`src/rtl/mips_pkg.sv`:
```
// Shared MIPS32 multi-cycle definitions: opcodes, FSM states
// and the datapath mux/ALU select codes driven by the control unit.
package mips_pkg;

    localparam logic [5:0] OP_RTYPE = 6'b000000;
    localparam logic [5:0] OP_LW    = 6'b100011;
    localparam logic [5:0] OP_SW    = 6'b101011;
    localparam logic [5:0] OP_BEQ   = 6'b000100;
    localparam logic [5:0] OP_BNE   = 6'b000101;
    localparam logic [5:0] OP_ADDI  = 6'b001000;
    localparam logic [5:0] OP_SLTI  = 6'b001010;
    localparam logic [5:0] OP_SLTIU = 6'b001011;
    localparam logic [5:0] OP_ANDI  = 6'b001100;
    localparam logic [5:0] OP_ORI   = 6'b001101;
    localparam logic [5:0] OP_XORI  = 6'b001110;
    localparam logic [5:0] OP_LUI   = 6'b001111;
    localparam logic [5:0] OP_J     = 6'b000010;
    localparam logic [5:0] OP_JAL   = 6'b000011;

    typedef enum logic [3:0] {
        S_RESET  = 4'd0,
        S_FETCH  = 4'd1,
        S_DECODE = 4'd2,
        S_MEMADR = 4'd3,
        S_MEMRD  = 4'd4,
        S_MEMWB  = 4'd5,
        S_MEMWR  = 4'd6,
        S_REX    = 4'd7,
        S_ALUWB  = 4'd8,
        S_BRANCH = 4'd9,
        S_JUMP   = 4'd10,
        S_IEX    = 4'd11,
        S_IWB    = 4'd12,
        S_JAL    = 4'd13,
        S_TRAP   = 4'd14
    } state_t;

    localparam logic [1:0] ALUOP_ADD   = 2'b00;
    localparam logic [1:0] ALUOP_SUB   = 2'b01;
    localparam logic [1:0] ALUOP_FUNCT = 2'b10;
    localparam logic [1:0] ALUOP_IMM   = 2'b11;

    localparam logic [1:0] PCSRC_ALU    = 2'b00;
    localparam logic [1:0] PCSRC_ALUOUT = 2'b01;
    localparam logic [1:0] PCSRC_JUMP   = 2'b10;

    localparam logic [1:0] REGDST_RT = 2'b00;
    localparam logic [1:0] REGDST_RD = 2'b01;
    localparam logic [1:0] REGDST_RA = 2'b10;

    localparam logic [1:0] ALUB_RT   = 2'b00;
    localparam logic [1:0] ALUB_FOUR = 2'b01;
    localparam logic [1:0] ALUB_IMM  = 2'b10;
    localparam logic [1:0] ALUB_BR   = 2'b11;

    localparam logic [1:0] FAULT_NONE    = 2'b00;
    localparam logic [1:0] FAULT_ILLEGAL = 2'b01;
    localparam logic [1:0] FAULT_TIMEOUT = 2'b10;

    // Instruction-class dispatch out of DECODE; unknown opcodes trap.
    function automatic state_t decode_next(
        input logic [5:0] op,
        input logic       jal_en
    );
        state_t nxt;
        case (op)
            OP_RTYPE:        nxt = S_REX;
            OP_LW, OP_SW:    nxt = S_MEMADR;
            OP_BEQ, OP_BNE:  nxt = S_BRANCH;
            OP_ADDI, OP_SLTI, OP_SLTIU, OP_ANDI,
            OP_ORI, OP_XORI, OP_LUI:
                             nxt = S_IEX;
            OP_J:            nxt = S_JUMP;
            OP_JAL:          nxt = jal_en ? S_JAL : S_TRAP;
            default:         nxt = S_TRAP;
        endcase
        return nxt;
    endfunction

endpackage

```
`src/rtl/mem_wait_timer.sv`:
```
// Counts stalled cycles in a memory-wait state and flags a timeout
// when the stall reaches MEM_TIMEOUT (0 disables the flag).
module mem_wait_timer #(
    parameter int MEM_TIMEOUT = 15,
    parameter int CNT_W       = 4
) (
    input  logic clk,
    input  logic rst_n,
    input  logic waiting,
    input  logic mem_ready,
    output logic timeout
);

    localparam logic [CNT_W-1:0] LIMIT = CNT_W'(MEM_TIMEOUT);
    localparam logic [CNT_W-1:0] MAX   = '1;

    logic [CNT_W-1:0] count;
    logic             stalled;

    assign stalled = waiting && !mem_ready;
    assign timeout = (MEM_TIMEOUT != 0) && stalled && (count == LIMIT);

    // Count stalled cycles; any ready, exit or trap restarts from zero.
    always_ff @(posedge clk or negedge rst_n) begin
        if (!rst_n) begin
            count <= '0;
        end else if (!stalled || timeout) begin
            count <= '0;
        end else if (count != MAX) begin
            count <= count + 1'b1;
        end
    end

endmodule

```
`src/rtl/multicycle_control.sv`:
```
// Multi-cycle MIPS32 control FSM: fetch/decode/execute/mem/writeback
// sequencing with a bounded memory wait and a sticky trap state.
module multicycle_control
    import mips_pkg::*;
#(
    parameter int MEM_TIMEOUT = 15,
    parameter int CNT_W       = 4,
    parameter int ENABLE_JAL  = 1
) (
    input  logic       i_clk,
    input  logic       i_rst_n,
    input  logic [5:0] i_opcode,
    input  logic       i_mem_ready,
    output logic       o_pc_write,
    output logic       o_pc_write_beq,
    output logic       o_pc_write_bne,
    output logic       o_iord,
    output logic       o_mem_read,
    output logic       o_mem_write,
    output logic       o_ir_write,
    output logic       o_memto_reg,
    output logic [1:0] o_reg_dst,
    output logic       o_reg_write,
    output logic       o_alu_src_a,
    output logic [1:0] o_alu_src_b,
    output logic [1:0] o_alu_op,
    output logic [1:0] o_pc_source,
    output logic [3:0] o_state,
    output logic       o_fault,
    output logic [1:0] o_fault_code
);

    state_t     state;
    state_t     dec_next;
    logic [1:0] fault_code;
    logic       mem_wait;
    logic       timeout;

    assign mem_wait = (state == S_FETCH) ||
                      (state == S_MEMRD) ||
                      (state == S_MEMWR);

    assign dec_next     = decode_next(i_opcode, ENABLE_JAL != 0);
    assign o_state      = state;
    assign o_fault_code = fault_code;

    mem_wait_timer #(
        .MEM_TIMEOUT (MEM_TIMEOUT),
        .CNT_W       (CNT_W)
    ) u_timer (
        .clk       (i_clk),
        .rst_n     (i_rst_n),
        .waiting   (mem_wait),
        .mem_ready (i_mem_ready),
        .timeout   (timeout)
    );

    // State sequencing and sticky fault cause capture.
    always_ff @(posedge i_clk or negedge i_rst_n) begin
        if (!i_rst_n) begin
            state      <= S_RESET;
            fault_code <= FAULT_NONE;
        end else begin
            case (state)
                S_RESET: state <= S_FETCH;
                S_FETCH: begin
                    if (i_mem_ready) begin
                        state <= S_DECODE;
                    end else if (timeout) begin
                        state      <= S_TRAP;
                        fault_code <= FAULT_TIMEOUT;
                    end
                end
                S_DECODE: begin
                    state <= dec_next;
                    if (dec_next == S_TRAP) begin
                        fault_code <= FAULT_ILLEGAL;
                    end
                end
                S_MEMADR: begin
                    state <= (i_opcode == OP_LW) ? S_MEMRD : S_MEMWR;
                end
                S_MEMRD: begin
                    if (i_mem_ready) begin
                        state <= S_MEMWB;
                    end else if (timeout) begin
                        state      <= S_TRAP;
                        fault_code <= FAULT_TIMEOUT;
                    end
                end
                S_MEMWR: begin
                    if (i_mem_ready) begin
                        state <= S_FETCH;
                    end else if (timeout) begin
                        state      <= S_TRAP;
                        fault_code <= FAULT_TIMEOUT;
                    end
                end
                S_REX:    state <= S_ALUWB;
                S_IEX:    state <= S_IWB;
                S_MEMWB,
                S_ALUWB,
                S_IWB,
                S_BRANCH,
                S_JUMP,
                S_JAL:    state <= S_FETCH;
                S_TRAP:   state <= S_TRAP;
                default:  state <= S_TRAP;
            endcase
        end
    end

    // Per-state control decode; FETCH loads IR/PC only on mem ready.
    always_comb begin
        o_pc_write     = 1'b0;
        o_pc_write_beq = 1'b0;
        o_pc_write_bne = 1'b0;
        o_iord         = 1'b0;
        o_mem_read     = 1'b0;
        o_mem_write    = 1'b0;
        o_ir_write     = 1'b0;
        o_memto_reg    = 1'b0;
        o_reg_dst      = REGDST_RT;
        o_reg_write    = 1'b0;
        o_alu_src_a    = 1'b0;
        o_alu_src_b    = ALUB_RT;
        o_alu_op       = ALUOP_ADD;
        o_pc_source    = PCSRC_ALU;
        o_fault        = 1'b0;
        case (state)
            S_FETCH: begin
                o_mem_read  = 1'b1;
                o_alu_src_b = ALUB_FOUR;
                o_ir_write  = i_mem_ready;
                o_pc_write  = i_mem_ready;
            end
            S_DECODE: begin
                o_alu_src_b = ALUB_BR;
            end
            S_MEMADR: begin
                o_alu_src_a = 1'b1;
                o_alu_src_b = ALUB_IMM;
            end
            S_MEMRD: begin
                o_mem_read = 1'b1;
                o_iord     = 1'b1;
            end
            S_MEMWB: begin
                o_reg_write = 1'b1;
                o_memto_reg = 1'b1;
            end
            S_MEMWR: begin
                o_mem_write = 1'b1;
                o_iord      = 1'b1;
            end
            S_REX: begin
                o_alu_src_a = 1'b1;
                o_alu_op    = ALUOP_FUNCT;
            end
            S_ALUWB: begin
                o_reg_write = 1'b1;
                o_reg_dst   = REGDST_RD;
            end
            S_IEX: begin
                o_alu_src_a = 1'b1;
                o_alu_src_b = ALUB_IMM;
                o_alu_op    = ALUOP_IMM;
            end
            S_IWB: begin
                o_reg_write = 1'b1;
            end
            S_BRANCH: begin
                o_alu_src_a    = 1'b1;
                o_alu_op       = ALUOP_SUB;
                o_pc_source    = PCSRC_ALUOUT;
                o_pc_write_beq = (i_opcode == OP_BEQ);
                o_pc_write_bne = (i_opcode == OP_BNE);
            end
            S_JUMP: begin
                o_pc_write  = 1'b1;
                o_pc_source = PCSRC_JUMP;
            end
            S_JAL: begin
                o_pc_write  = 1'b1;
                o_pc_source = PCSRC_JUMP;
                o_reg_write = 1'b1;
                o_reg_dst   = REGDST_RA;
            end
            S_TRAP: begin
                o_fault = 1'b1;
            end
            default: ;
        endcase
    end

endmodule
```
`config.mk`:
```
export PLATFORM = sky130hd
export DESIGN_NAME = multicycle_control
export DESIGN_NICKNAME = d
export VERILOG_FILES = /design/src/rtl/mips_pkg.sv /design/src/rtl/mem_wait_timer.sv /design/src/rtl/multicycle_control.sv
export SDC_FILE = /design/constraint.sdc
export NUM_CORES = 1
export LEC_CHECK = 0
export BUFFER_PORTS_ARGS = -buffer_cell sky130_fd_sc_hd__buf_2
export CORE_ASPECT_RATIO = 1.2
export CORE_UTILIZATION = 45
export DETAILED_ROUTE_END_ITERATION = 8
export PLACE_DENSITY = 0.82
export REMOVE_ABC_BUFFERS = 1
export SLEW_MARGIN = 30
export SYNTH_ARGS = -nofsm -noshare
export SYNTH_HDL_FRONTEND = slang
export SYNTH_SLANG_ARGS = --single-unit
```
`constraint.sdc`:
```
create_clock -name i_clk -period 2.76 [get_ports i_clk]
set_clock_uncertainty 0.15 [all_clocks]
set_input_delay 0.414 -clock i_clk [delete_from_list [all_inputs] [get_ports i_clk]]
set_output_delay 0.414 -clock i_clk [all_outputs]
set_load 0.01 [all_outputs]
```
==> run summary <==
Status - finished with violations
Failing checks - DRC
Root buf cell - clkbuf_4
Placement Rows - 17
Number of global-route vias before repair - 904
DR WL met2 - 1.118 mm
H-tree depth - 1
Hold violation count in the final report - 0
Critical Path AT - 1.83 ns
Post-Syn Instances - 125
Critical Path End Type - primary output
Top-Level Pins - 34
Largest net degree at the start of global routing - 22
Worst hold path type - flip-flop to flip-flop
Final setup viols - 0
WS Path Type - flip-flop to primary output
Layout cells sized above 1 - 0.2756
Post-Synth Simple-Gate Area - 0.3293
Yosys top cell by area - dfrtp_1
R2R Setup Slk - 0.84 ns
Register area - 250.2 sq um
Post-synth top flop - dfrtp_1
Synth Area in Compound Gates - 0.2204
Fin. max-slew vios - 0
Critical Path Start Type - flip-flop
WL met3 - 82 microns
Final Util - 0.5896
IO buf count - 33
Maximum clock insertion buffer count - 2
Yosys cell types - 34
Final worst setup slack - 0.3676 ns
Slew Limit Headroom - 0.6610
First-pass GRT wire length - 3.719 mm
Fin cells - 175
Crit. Startpoint - o_state[0]
Worst slew pin tran - 0.5085 ns
Dpl ws - 0.6625 ns
R2R depth - 5
Metal-1 WL - 904 microns
Reg2reg end - o_fault_code[0]
XOR/XNOR share of the synthesized area - 0.01882
Main area contributors after synthesis - dfrtp_1, nor2_1, ha_1
Post-synth EDFFs - 0
Multi-input logic area - 611.8 sq um
Top cell type's share of synthesized area - 0.2688
Die Wd - 43.52 microns
Top layer in use - met4
Max cap viols - 0
Total Neg Setup Slack - 0 ns
Via density - 5.703
Skew-Pair Late Insertion Delay - 0.26 ns
Post-DP HPWL - 1.637 mm
Die height - 51.83 microns
Max Fanout on Critical Path - 21
Synth Area in Adders - 0.06720
Residual DRC count - 4
Area growth from synthesis to layout - 19.89%
Clock sink count - 10
Worst VDD drop - 467.5 uV
Leakage - 0.5891 nW
Mean post-synth cell area - 7.447 sq um
Worst setup path end - o_pc_write
Main combinational cell family by area after synthesis - simple AND/OR/NAND/NOR gates
Core area - 1893 sq um
Post-CTS setup buffer count - 0
Via count - 998
Drt first pass iters - 6
Pwr per Cell Area - 903.8 nW/um^2
Initial antenna violation count - 0
Tcrit/Tclk final - 0.8668
Cell Area, Synth - 930.9 sq um
Critical Path RT - 2.20 ns
Post-synthesis mux area share - 0.02151
Starting Density - 0.4917
Sequential share of the synthesized area - 0.2688
ANT cells - 0
Total CTS buffers - 3
Gpl congestion - 0.9396
Layout fillers - 171
Grt ovf - 0
Wire per inst - 12.11 microns
Reg2reg start - o_state[0]
Initial drt markers - 29
Clock Pin Slew Worst Setup and Hold Paths - 0.06 ns
Max Fclk - 0.4180 GHz
CTS tree - done
Routed Antenna Nets - 0
Placed cells - 170
Syn. warnings - 0
Total die area - 2255 sq um
Most frequent cell after synthesis - nor2_1
Total Routing Usage GR - 0.2113
RSZ-0062 raised after global routing - false
Fraction of registers with async set/reset - 1.000
# nets final - 171
Post-synth top cells - nor2_1, nand2_1, dfrtp_1, o21ai_0, a21oi_1
Minimum clock period - 2.392 ns
Flops & latches, synth - 10
Final WL - 2.120 mm
## metrics by stage
| stage | hold slack (ns) | cell area [sq um] | total power, W |
|---|---|---|---|
| floorplan | -0.03159 | 880.8 | 0.0006689 |
| global placement | 0.1287 | 1070 | 0.0008645 |
| detailed placement | 0.1330 | 1070 | 0.0008784 |
| CTS | 0.3228 | 1116 | 0.001012 |
| global route | 0.3417 | 1116 | 0.001106 |
| finish | 0.3159 | 1116 | 0.001009 |
## power by group
| part | internal, W | switching, W |
|---|---|---|
| Combinational | 0.000258 | 0.000312 |
| Sequential | 0.000188 | 0.000123 |
| Clock | 0.0000800 | 0.0000475 |
## layout by cell type (no fill, tap or decap), types with 2 or more instances in the layout
cell type | netlist | layout
buf_2 | 1 | 33
nor2_1 | 19 | 19
nand2_1 | 15 | 15
o21ai_0 | 10 | 10
dfrtp_1 | 10 | 10
a21oi_1 | 8 | 8
and3_1 | 6 | 6
nand2b_1 | 5 | 5
inv_1 | 5 | 5
ha_1 | 5 | 5
and2_1 | 4 | 4
or2_2 | 3 | 3
o211ai_1 | 3 | 3
clkbuf_4 | 0 | 3
nor3b_1 | 2 | 2
mux2i_1 | 2 | 2
o221ai_1 | 2 | 2
nor3_1 | 2 | 2
a211oi_1 | 2 | 2
nand3_1 | 2 | 2
xor2_1 | 2 | 2
## kinds of logic after synthesis
group | Yosys count
AOI/OAI and AO/OA | 32
xor gates and xnor gates | 2
adders and majority gates | 5
buffers and inverters | 12
DFF | 10
muxes | 2
and+or+nand+nor | 62
## routing by layer
metal / global-route usage / vias up
met5: 0 / -
met4: 0.07813 / 0
met3: 0.02083 / 2
met2: 0.3813 / 28
met1: 0.2554 / 468
li1: - / 500
## state kept, by name, summed over array words and instances (netlist names)
register / count
u_timer.count: 4
o_state: 4
o_fault_code: 2
## how the worst min path moves through the flow
| stage | from | depth (start not counted) | endpoint | slack [ns] |
|---|---|---|---|---|
| floorplan | i_rst_n | 0 | o_fault_code[0] | -0.03 |
| global placement | i_rst_n | 1 | u_timer.count[0] | 0.13 |
| detailed placement | i_rst_n | 1 | u_timer.count[0] | 0.13 |
| CTS | u_timer.count[0] | 1 | u_timer.count[0] | 0.32 |
| global route | u_timer.count[0] | 1 | u_timer.count[0] | 0.34 |
| finish | u_timer.count[0] | 1 | u_timer.count[0] | 0.32 |
## cell type report
cell class                      count  share of cell area
Tap cell                           19             0.02130
Clock buffer                        4             0.03251
Sequential cell                    10              0.2242
Inverter                            5             0.01682
Multi-Input combinational cell    103              0.5482
Timing Repair Buffer               34              0.1570
## worst max-delay path, stage by stage (launching register included)
cell,delay [ns]
dfrtp_1,0.66
nor2_1,0.14
nand2_1,0.09
o21ai_0,0.08
and2_1,0.18
or2_2,0.28
buf_2,0.14
## repair_timing
| action | 4_1_cts | 5_1_grt |
|---|---|---|
| endpoints found under the hold margin | 10 | 0 |
| gates resized for setup | 0 | 0 |
| hold buffers | 1 | 0 |
(Power assumes the default switching activity.)
